### src/rtl/ext_pkg.sv
// Shared constants and types for the operand extender.
package ext_pkg;

  // Extension modes, sampled together with the operand.
  typedef enum logic [1:0] {
    ZEXT     = 2'b00,
    SEXT     = 2'b01,
    SEXT_SHL = 2'b10,
    RSVD     = 2'b11
  } ext_mode_e;

  // Occupancy of the two-entry result FIFO.
  typedef enum logic [1:0] {
    ST_EMPTY = 2'd0,
    ST_ONE   = 2'd1,
    ST_TWO   = 2'd2
  } fifo_state_e;

endpackage

### src/rtl/operand_extender_fifo.sv
// Two-entry FIFO. The caller only asserts push when not_full and pop when
// not_empty. Slot 0 is always the oldest entry.
module operand_extender_fifo
  import ext_pkg::*;
#(
  parameter int W = 17
) (
  input  logic         clk,
  input  logic         rst_b,
  input  logic         push,
  input  logic [W-1:0] push_data,
  input  logic         pop,
  output logic [W-1:0] head,
  output logic         not_empty,
  output logic         not_full
);

  fifo_state_e  state_q;
  fifo_state_e  state_d;
  logic [W-1:0] slot0;
  logic [W-1:0] slot1;

  // State register; reset empties the FIFO immediately.
  // NOTE: sequential state uses non-blocking assignments so every flop samples pre-edge values.
  always_ff @(posedge clk or negedge rst_b) begin
    if (!rst_b) state_q <= ST_EMPTY;
    else        state_q <= state_d;
  end

  // Next occupancy: push adds one, pop removes one, both together hold.
  // NOTE: the default assignment first keeps this block free of inferred latches.
  always_comb begin
    state_d = state_q;
    case (state_q)
      ST_EMPTY: if (push) state_d = ST_ONE;
      ST_ONE: begin
        if (push && !pop)      state_d = ST_TWO;
        else if (pop && !push) state_d = ST_EMPTY;
      end
      ST_TWO:   if (pop) state_d = ST_ONE;
      default:  state_d = ST_EMPTY;
    endcase
  end

  // Storage update: new data lands behind the oldest entry, or at the head
  // when the head is leaving or the FIFO is empty.
  // NOTE: storage is not reset; stale contents are never visible because head is gated by occupancy.
  always_ff @(posedge clk) begin
    case (state_q)
      ST_EMPTY: if (push) slot0 <= push_data;
      ST_ONE: begin
        if (push && pop) slot0 <= push_data;
        else if (push)   slot1 <= push_data;
      end
      ST_TWO:   if (pop) slot0 <= slot1;
      default: ;
    endcase
  end

  assign not_empty = (state_q != ST_EMPTY);
  assign not_full  = (state_q != ST_TWO);
  assign head      = not_empty ? slot0 : '0;

endmodule

### src/rtl/operand_extender.sv
// Operand extender: zero/sign extension with optional left shift, computed
// at acceptance and buffered in a two-entry FIFO with valid/ready on both sides.
module operand_extender
  import ext_pkg::*;
#(
  parameter int IN_W  = 9,
  parameter int OUT_W = 16,
  parameter int SHIFT = 1
) (
  input  logic             clk,
  input  logic             rst_b,
  input  logic             IN_VALID,
  output logic             IN_READY,
  input  logic [IN_W-1:0]  IN,
  input  logic [1:0]       MODE,
  output logic             OUT_VALID,
  input  logic             OUT_READY,
  output logic [OUT_W-1:0] OUT,
  output logic             ERR
);

  generate
    if (IN_W >= OUT_W) begin : g_bad_width
      $error("operand_extender: IN_W must be smaller than OUT_W");
    end
    if (SHIFT < 0 || SHIFT >= OUT_W) begin : g_bad_shift
      $error("operand_extender: SHIFT must lie in 0..OUT_W-1");
    end
  endgenerate

  logic [OUT_W-1:0] sext;
  logic [OUT_W-1:0] ext_out;
  logic             ext_err;
  logic             push;
  logic             pop;

  assign sext = {{(OUT_W-IN_W){IN[IN_W-1]}}, IN};

  // Extension of the offered operand; reserved mode yields zero with ERR set.
  always_comb begin
    ext_out = '0;
    ext_err = 1'b0;
    case (ext_mode_e'(MODE))
      ZEXT:     ext_out = {{(OUT_W-IN_W){1'b0}}, IN};
      SEXT:     ext_out = sext;
      SEXT_SHL: ext_out = sext << SHIFT;
      RSVD:     ext_err = 1'b1;
      default:  ext_err = 1'b1;
    endcase
  end

  assign push = IN_VALID && IN_READY;
  assign pop  = OUT_READY && OUT_VALID;

  operand_extender_fifo #(
    .W(OUT_W + 1)
  ) u_fifo (
    .clk       (clk),
    .rst_b     (rst_b),
    .push      (push),
    .push_data ({ext_err, ext_out}),
    .pop       (pop),
    .head      ({ERR, OUT}),
    .not_empty (OUT_VALID),
    .not_full  (IN_READY)
  );

endmodule

### config.mk
export PLATFORM = sky130hd
export DESIGN_NAME = operand_extender
export DESIGN_NICKNAME = d
export VERILOG_FILES = /design/src/rtl/ext_pkg.sv /design/src/rtl/operand_extender_fifo.sv /design/src/rtl/operand_extender.sv
export SDC_FILE = /design/constraint.sdc
export NUM_CORES = 1
export LEC_CHECK = 0
export BUFFER_PORTS_ARGS = -buffer_cell sky130_fd_sc_hd__buf_2
export CORE_MARGIN = 5
export CORE_UTILIZATION = 45
export DETAILED_ROUTE_END_ITERATION = 8
export HOLD_SLACK_MARGIN = 0.15
export PLACE_DENSITY = 0.75
export SYNTH_ARGS = -nofsm -noshare
export SYNTH_HDL_FRONTEND = slang
export SYNTH_HIERARCHICAL = 1
export SYNTH_SLANG_ARGS = --single-unit
### constraint.sdc
create_clock -name clk -period 3.31 [get_ports clk]
set_clock_uncertainty 0.05 [all_clocks]
set_input_delay 0.662 -clock clk [delete_from_list [all_inputs] [get_ports clk]]
set_output_delay 0.662 -clock clk [all_outputs]
set_load 0.005 [all_outputs]
==> out/qor.yml, run 1 <==
global_routing:
  antenna_found_initial: 0
  overflow: 0
  met2_usage: 0.201
  first_global_vias: 994
  grt_pass1_wl_um: 4610
  gr-usage-met1: 0.138
  gr-usage-met3: 0.0449
  grt_use_total: 0.120
  grt_max_degree: 20
  grt.busiest_layer: "met2"
floorplanning:
  core_area_sq_um: 3660
  dieArea_sq_um: 5120
  row_count: 22
  start_util: 0.465
  die_y_um: 71.5
  fp.dieW_um: 71.5
  boundaryPins: 34
synth:
  syn_avg_cell_area_sq_um: 16.1
  synthDistinctLibCells: 21
  ys_seq_elements: 36
  ys_seq_area_frac: 0.628
  syn_area_sq_um: 1700
  syn-num-nets: 124
  syn-instance-count: 106
  synth_warnings: 6
setup_path:
  start_kind: "flip-flop"
  worstPathArrival_ps: 2420
  crit_fanout: 18
  crit_slowest_cell: "and2_1"
  slowest_delay_ps: 600
  r2r-start: "u_fifo/state_q[0]$_DFFE_PN0P_"
  path_cells: "nor2_2 -> inv_1 -> and2_1 -> inv_1 -> ha_1 -> and2_1"
  crit_family: "simple AND/OR/NAND/NOR gates"
  crit_type: "flip-flop to flip-flop"
  worstPathRequired_ps: 3170
  critPathCaptureType: "flip-flop"
  crit_buf_inv: 2
  r2r_end: "u_fifo/slot1[0]$_DFFE_PP_"
  r2r_cells: 6
  reg2reg_slack_ps: 750
clock_tree:
  cts_made_buffers: 5
  cts_sinks: 36
  clk_latency_ps: 280
  cts_setup_buffers: 0
  cts_max_level: 2
  path_clk_slew_ps: 70
  cts_buffer_depth: 2
  cts_root_buf: "clkbuf_8"
  cts_tree: "yes"
detailed_routing:
  route.detailed.drc: 0
  drtPass1Iterations: 4
  viasPerCell: 4.95
  ant_nets: 0
  wl_um: 2900
  avgRoutedWirePerCell_um: 14.9
  num_vias: 961
  drt_iter0_drc: 28
final_layout:
  fin_area_sq_um: 2020
  drive_above_1_share: 0.432
  utilization: 0.551
  areaGrowthSynthToFinish_pct: 18.4
  fin_cells: 194
  finalNetCount: 163
  n_antenna_cell: 0
  nFillCells: 296
worst_hold_path:
  min_to: "u_fifo/slot0[9]$_DFFE_PP_"
  hold_start: "u_fifo/slot1[9]$_DFFE_PP_"
  hold_class: "flip-flop to flip-flop"
  hold_depth: 1
run:
  maxCapViolCount: 0
power:
  power.leakage_nw: 0.838
  vdd_drop_max_v: 0.000417
  p_per_area_nw_per_um2: 769
  p_total_mw: 1.55
timing:
  rsz0062_at_grt: "false"
  finalCriticalPeriod_ps: 2560
  finalHoldViolCount: 0
  whs_ps: 494
  maxSlewViolCount: 0
  setup_viol: 0
  setup_ws_ps: 754
  fin_crit_sh: 0.772
  tightest_slew_ps: 734
  max_freq_mhz: 391
  maxSlewHeadroom: 0.511
  setup_tns_ps: 0
placed_design:
  routabilityCongestion: 0.795
  dpl_cell_area_sq_um: 1900
  dp_hpwl_um: 2110
  placement.io_buffers: 33
  dpl.cell_count: 185
  dp_slack_ps: 699
run_status:
  outcome: "finished clean"
[worst max path at each step]
stage,from,to,slack [ps],depth (start not counted)
floorplan,u_fifo/state_q[1]$_DFFE_PN0P_,u_fifo/slot0[0]$_DFFE_PP_,810,7
global placement,u_fifo/state_q[0]$_DFFE_PN0P_,u_fifo/slot1[14]$_DFFE_PP_,840,6
detailed placement,u_fifo/state_q[0]$_DFFE_PN0P_,u_fifo/slot1[0]$_DFFE_PP_,700,6
CTS,u_fifo/state_q[0]$_DFFE_PN0P_,u_fifo/slot1[0]$_DFFE_PP_,680,6
global route,u_fifo/state_q[0]$_DFFE_PN0P_,u_fifo/slot1[3]$_DFFE_PP_,540,6
finish,u_fifo/state_q[0]$_DFFE_PN0P_,u_fifo/slot1[0]$_DFFE_PP_,750,6
[report_power, final]
group	internal, mW	switching (mW)
Clock	0.223	0.144
Sequential	0.656	0.0335
Combinational	0.234	0.261
[cells in the mapped netlist]
cell       number  area share
a22o_1          7       0.036
a32o_1          1      0.0059
and2_1          4       0.015
and2b_1         9       0.040
and2b_2         1      0.0051
buf_12          1       0.012
buf_6           2       0.013
clkbuf_1        1      0.0022
dfrtp_1         2       0.029
edfxtp_1       34        0.60
ha_1            3       0.022
inv_1           5       0.011
mux2_2          9       0.059
mux2_4          8       0.070
mux2i_1         1      0.0059
nand2_1         1      0.0022
nor2_2          1      0.0037
nor2b_1        11       0.040
nor2b_4         1      0.0081
o21a_1          1      0.0044
o2bb2ai_1       3       0.015
[repair_timing]
item,in CTS,in global routing
gates resized for setup,0,0
hold endpoints to repair,2,0
endpoints found under the setup margin,0,0
hold buffers,1,0
[flip-flops by register name (all words and copies together) (netlist names)]
name / cells
u_fifo/slot1: 17
u_fifo/slot0: 17
u_fifo/state_q: 2
[routing by layer]
layer  up-vias  wire (um)
li1        466          -
met5         -          0
met2        22       1530
met1       466       1190
met3         7        124
met4         0         53
[layout make-up]
cell class,instances,area [sq um],share of cell area
sequential,36,1070,0.531
multi-input combinational,61,571,0.283
timing repair buffer,36,190,0.0942
clock buffer,6,72.6,0.0360
tap,48,60.1,0.0298
clock inverter,2,35.0,0.0174
inverter,5,18.8,0.00930
[layout by cell type (no fill, tap or decap)]
cell type / count
o21a_1: 1
buf_4: 2
clkbuf_8: 5
and2b_1: 9
nor2b_2: 1
nor2_2: 1
buf_2: 33
mux2i_1: 1
nor2b_4: 1
clkbuf_1: 1
dfrtp_1: 2
o2bb2ai_1: 3
edfxtp_1: 34
and2b_2: 1
a32o_1: 1
a22o_1: 7
dlygate4sd3_1: 1
mux2_4: 8
and2_1: 4
inv_1: 5
ha_1: 3
clkinv_2: 1
bufinv_16: 1
mux2_2: 9
nand2_1: 1
nor2b_1: 10
[cells by family after synthesis]
family / synth area share
AOI/OAI and AO/OA: 0.0617
adders and majority gates: 0.0220
buffers and inverters: 0.0382
DFF: 0.628
muxes: 0.136
and+or+nand+nor: 0.114
Power figures use the tool's default switching activity.
==> inputs of run 2 (changes only) <==
--- a/config.mk
+++ b/config.mk
@@ -10,7 +10,7 @@
 export CORE_UTILIZATION = 45
 export DETAILED_ROUTE_END_ITERATION = 8
 export HOLD_SLACK_MARGIN = 0.15
-export PLACE_DENSITY = 0.75
+export PLACE_DENSITY = 0.78
 export SYNTH_ARGS = -nofsm -noshare
 export SYNTH_HDL_FRONTEND = slang
 export SYNTH_HIERARCHICAL = 1
==> constraint.sdc (replaced) <==
create_clock -name clk -period 2.1 [get_ports clk]
set_clock_uncertainty 0.05 [all_clocks]
set_input_delay 0.42 -clock clk [delete_from_list [all_inputs] [get_ports clk]]
set_output_delay 0.42 -clock clk [all_outputs]
set_load 0.005 [all_outputs]
==> run 2 against run 1 <==
Sequential share of layout area decreased by 0.62 points. Final cell count unchanged. First-iteration DRC count down 86%. Global-route usage is 0.42 points higher. Flip-flop and latch count unchanged. Count of clock-buffer cells in the layout decreased by 1. Combinational power rose by 60%. Design area rose by 1.2%. Utilization increased by 0.65 points. Critical path type is now flip-flop to primary output. Largest cell class unchanged.
==> out/qor.yml, run 2 (synthesized netlist as in run 1, its figures left out) <==
global_routing:
  first_global_vias: 994  # unchanged
  grt_pass1_wl_um: 4660  # was 4610 um
  antenna_found_initial: 0  # unchanged
  grt_use_total: 0.125  # was 0.120
  grt_max_degree: 19  # was 20
  overflow: 0  # unchanged
timing:
  rsz0062_at_grt: "false"  # unchanged
  maxSlewViolCount: 0  # unchanged
  maxSlewHeadroom: 0.656  # was 0.511
  tightest_slew_ps: 516  # was 734 ps
  setup_viol: 0  # unchanged
  max_freq_mhz: 521
  whs_ps: 396  # was 494 ps
  setup_tns_ps: 0  # unchanged
  fin_crit_sh: 0.914
  setup_ws_ps: 180  # was 754 ps
  finalCriticalPeriod_ps: 1920
  finalHoldViolCount: 0  # unchanged
final_layout:
  areaGrowthSynthToFinish_pct: 19.8  # was 18.4%
  top_regs: "u_fifo/slot0: 17 flops, u_fifo/slot1: 17 flops, u_fifo/state_q: 2 flops"  # unchanged
  n_antenna_cell: 0  # unchanged
  finalNetCount: 163  # unchanged
  drive_above_1_share: 0.452  # was 0.432
  layout_common_cells: "edfxtp_1 (34), buf_2 (33), nor2b_1 (10)"  # unchanged
  final_common_cell: "edfxtp_1"  # unchanged
setup_path:
  reg2reg_slack_ps: 200  # was 750 ps
  r2r-start: "u_fifo/state_q[1]$_DFFE_PN0P_"  # was u_fifo/state_q[0]$_DFFE_PN0P_
  critPathCaptureType: "primary output"  # was flip-flop
  worstPathArrival_ps: 1450  # was 2420 ps
  crit_slowest_cell: "dfrtp_1"  # was and2_1
  crit_family: "flip-flops"  # was simple AND/OR/NAND/NOR gates
  slowest_delay_ps: 450  # was 600 ps
  r2r_cells: 5  # was 6
  crit_type: "flip-flop to primary output"  # was flip-flop to flip-flop
  start_kind: "flip-flop"  # unchanged
  crit_fanout: 17  # was 18
  worstPathRequired_ps: 1630  # was 3170 ps
  r2r_end: "u_fifo/slot0[8]$_DFFE_PP_"  # was u_fifo/slot1[0]$_DFFE_PP_
  crit_buf_inv: 2  # unchanged
  path_cells: "nor2_2 -> buf_4 -> and2b_2 -> buf_2"  # was nor2_2 -> inv_1 -> and2_1 -> inv_1 -> ha_1 -> and2_1
detailed_routing:
  drtPass1Iterations: 4  # unchanged
  drt_iter0_drc: 4  # was 28
  avgRoutedWirePerCell_um: 14.7  # was 14.9 um
  num_vias: 930  # was 961
  viasPerCell: 4.79  # was 4.95
  ant_nets: 0  # unchanged
  wl_um: 2840  # was 2900 um
  route.detailed.drc: 0  # unchanged
clock_tree:
  cts_made_buffers: 5  # unchanged
  cts_tree: "yes"  # unchanged
  cts_setup_buffers: 0  # unchanged
  cts_buffer_depth: 2  # unchanged
  clk_latency_ps: 290  # was 280 ps
  cts_sinks: 36  # unchanged
  cts_max_level: 2  # unchanged
  cts_root_buf: "clkbuf_8"  # unchanged
  path_clk_slew_ps: 70  # about the same
floorplanning:
  dieArea_sq_um: 5120  # unchanged
  boundaryPins: 34  # unchanged
  start_util: 0.465  # unchanged
  die_y_um: 71.5  # unchanged
  fp.dieW_um: 71.5  # unchanged
  core_area_sq_um: 3660  # unchanged
  row_count: 22  # unchanged
power:
  power.leakage_nw: 0.842  # was 0.838 nW
  vdd_drop_max_v: 0.000493  # was 0.000417 V
  p_per_area_nw_per_um2: 1210  # was 769 nW/um^2
  p_total_mw: 2.48  # was 1.55 mW
placed_design:
  dp_slack_ps: 195  # was 699 ps
  dp_hpwl_um: 2020  # was 2110 um
  routabilityCongestion: 0.752  # was 0.795
  placement.io_buffers: 33  # unchanged
run:
  maxCapViolCount: 0  # unchanged
worst_hold_path:
  hold_class: "primary input to async pin"  # was flip-flop to flip-flop
run_status:
  outcome: "finished clean"  # unchanged
==> run 2: through the flow <==
stage               utilization  cell area, sq um  std cells
finish                    0.558              2040        194
global route              0.558              2040        194
CTS                       0.558              2040        194
detailed placement        0.525              1920        185
global placement          0.525              1920        185
floorplan                     -              1720        106
==> run 2: report_power, final <==
group / internal [mW] / leakage, nW / switching, mW
clock network: 0.351 / 0.0541 / 0.241
registers: 1.03 / 0.349 / 0.0595
logic: 0.384 / 0.438 / 0.410
==> run 2: worst max path at each step <==
stage,start,end,cells past startpoint
after floorplan,u_fifo/state_q[0]$_DFFE_PN0P_,u_fifo/slot1[0]$_DFFE_PP_,7
after global placement,u_fifo/state_q[1]$_DFFE_PN0P_,u_fifo/slot0[0]$_DFFE_PP_,5
after detailed placement,u_fifo/state_q[1]$_DFFE_PN0P_,u_fifo/slot0[1]$_DFFE_PP_,5
after CTS,u_fifo/state_q[0]$_DFFE_PN0P_,OUT[14],4
after global routing,u_fifo/state_q[0]$_DFFE_PN0P_,OUT[14],4
final,u_fifo/state_q[0]$_DFFE_PN0P_,OUT[14],4
==> run 2: layout make-up <==
cell class              count  area, sq um
clock buffers               5         68.8
clock inverters             3         42.5
fillers                   306         1620
inverters                   5         18.8
multi-input cells          61          591
flip-flops and latches     36         1070
well taps                  48         60.1
repair buffers             36          190
==> run 2: timing repair <==
item                                   CTS  global route
hold buffers                             1             0
resized for setup                        0             0
endpoints found under the hold margin    2             0
==> run 2: worst reg2reg max path: cells and delay by family, from the launching register on <==
kind / cells / cell delay (ps)
AOI/OAI and AO/OA: 1 / 470
buffers and inverters: 1 / 70
DFF: 1 / 420
muxes: 1 / 150
and+or+nand+nor: 2 / 370
==> run 2: routing by layer <==
metal  share of wire  wire length (um)  GRT usage  vias to the layer above
li1                -                 -          -                      466
met1            0.41              1160      0.131                      444
met5               0                 0          0                        -
met2            0.53              1500      0.216                       15
met3           0.044               125     0.0477                        5
met4           0.021                59     0.0626                        0
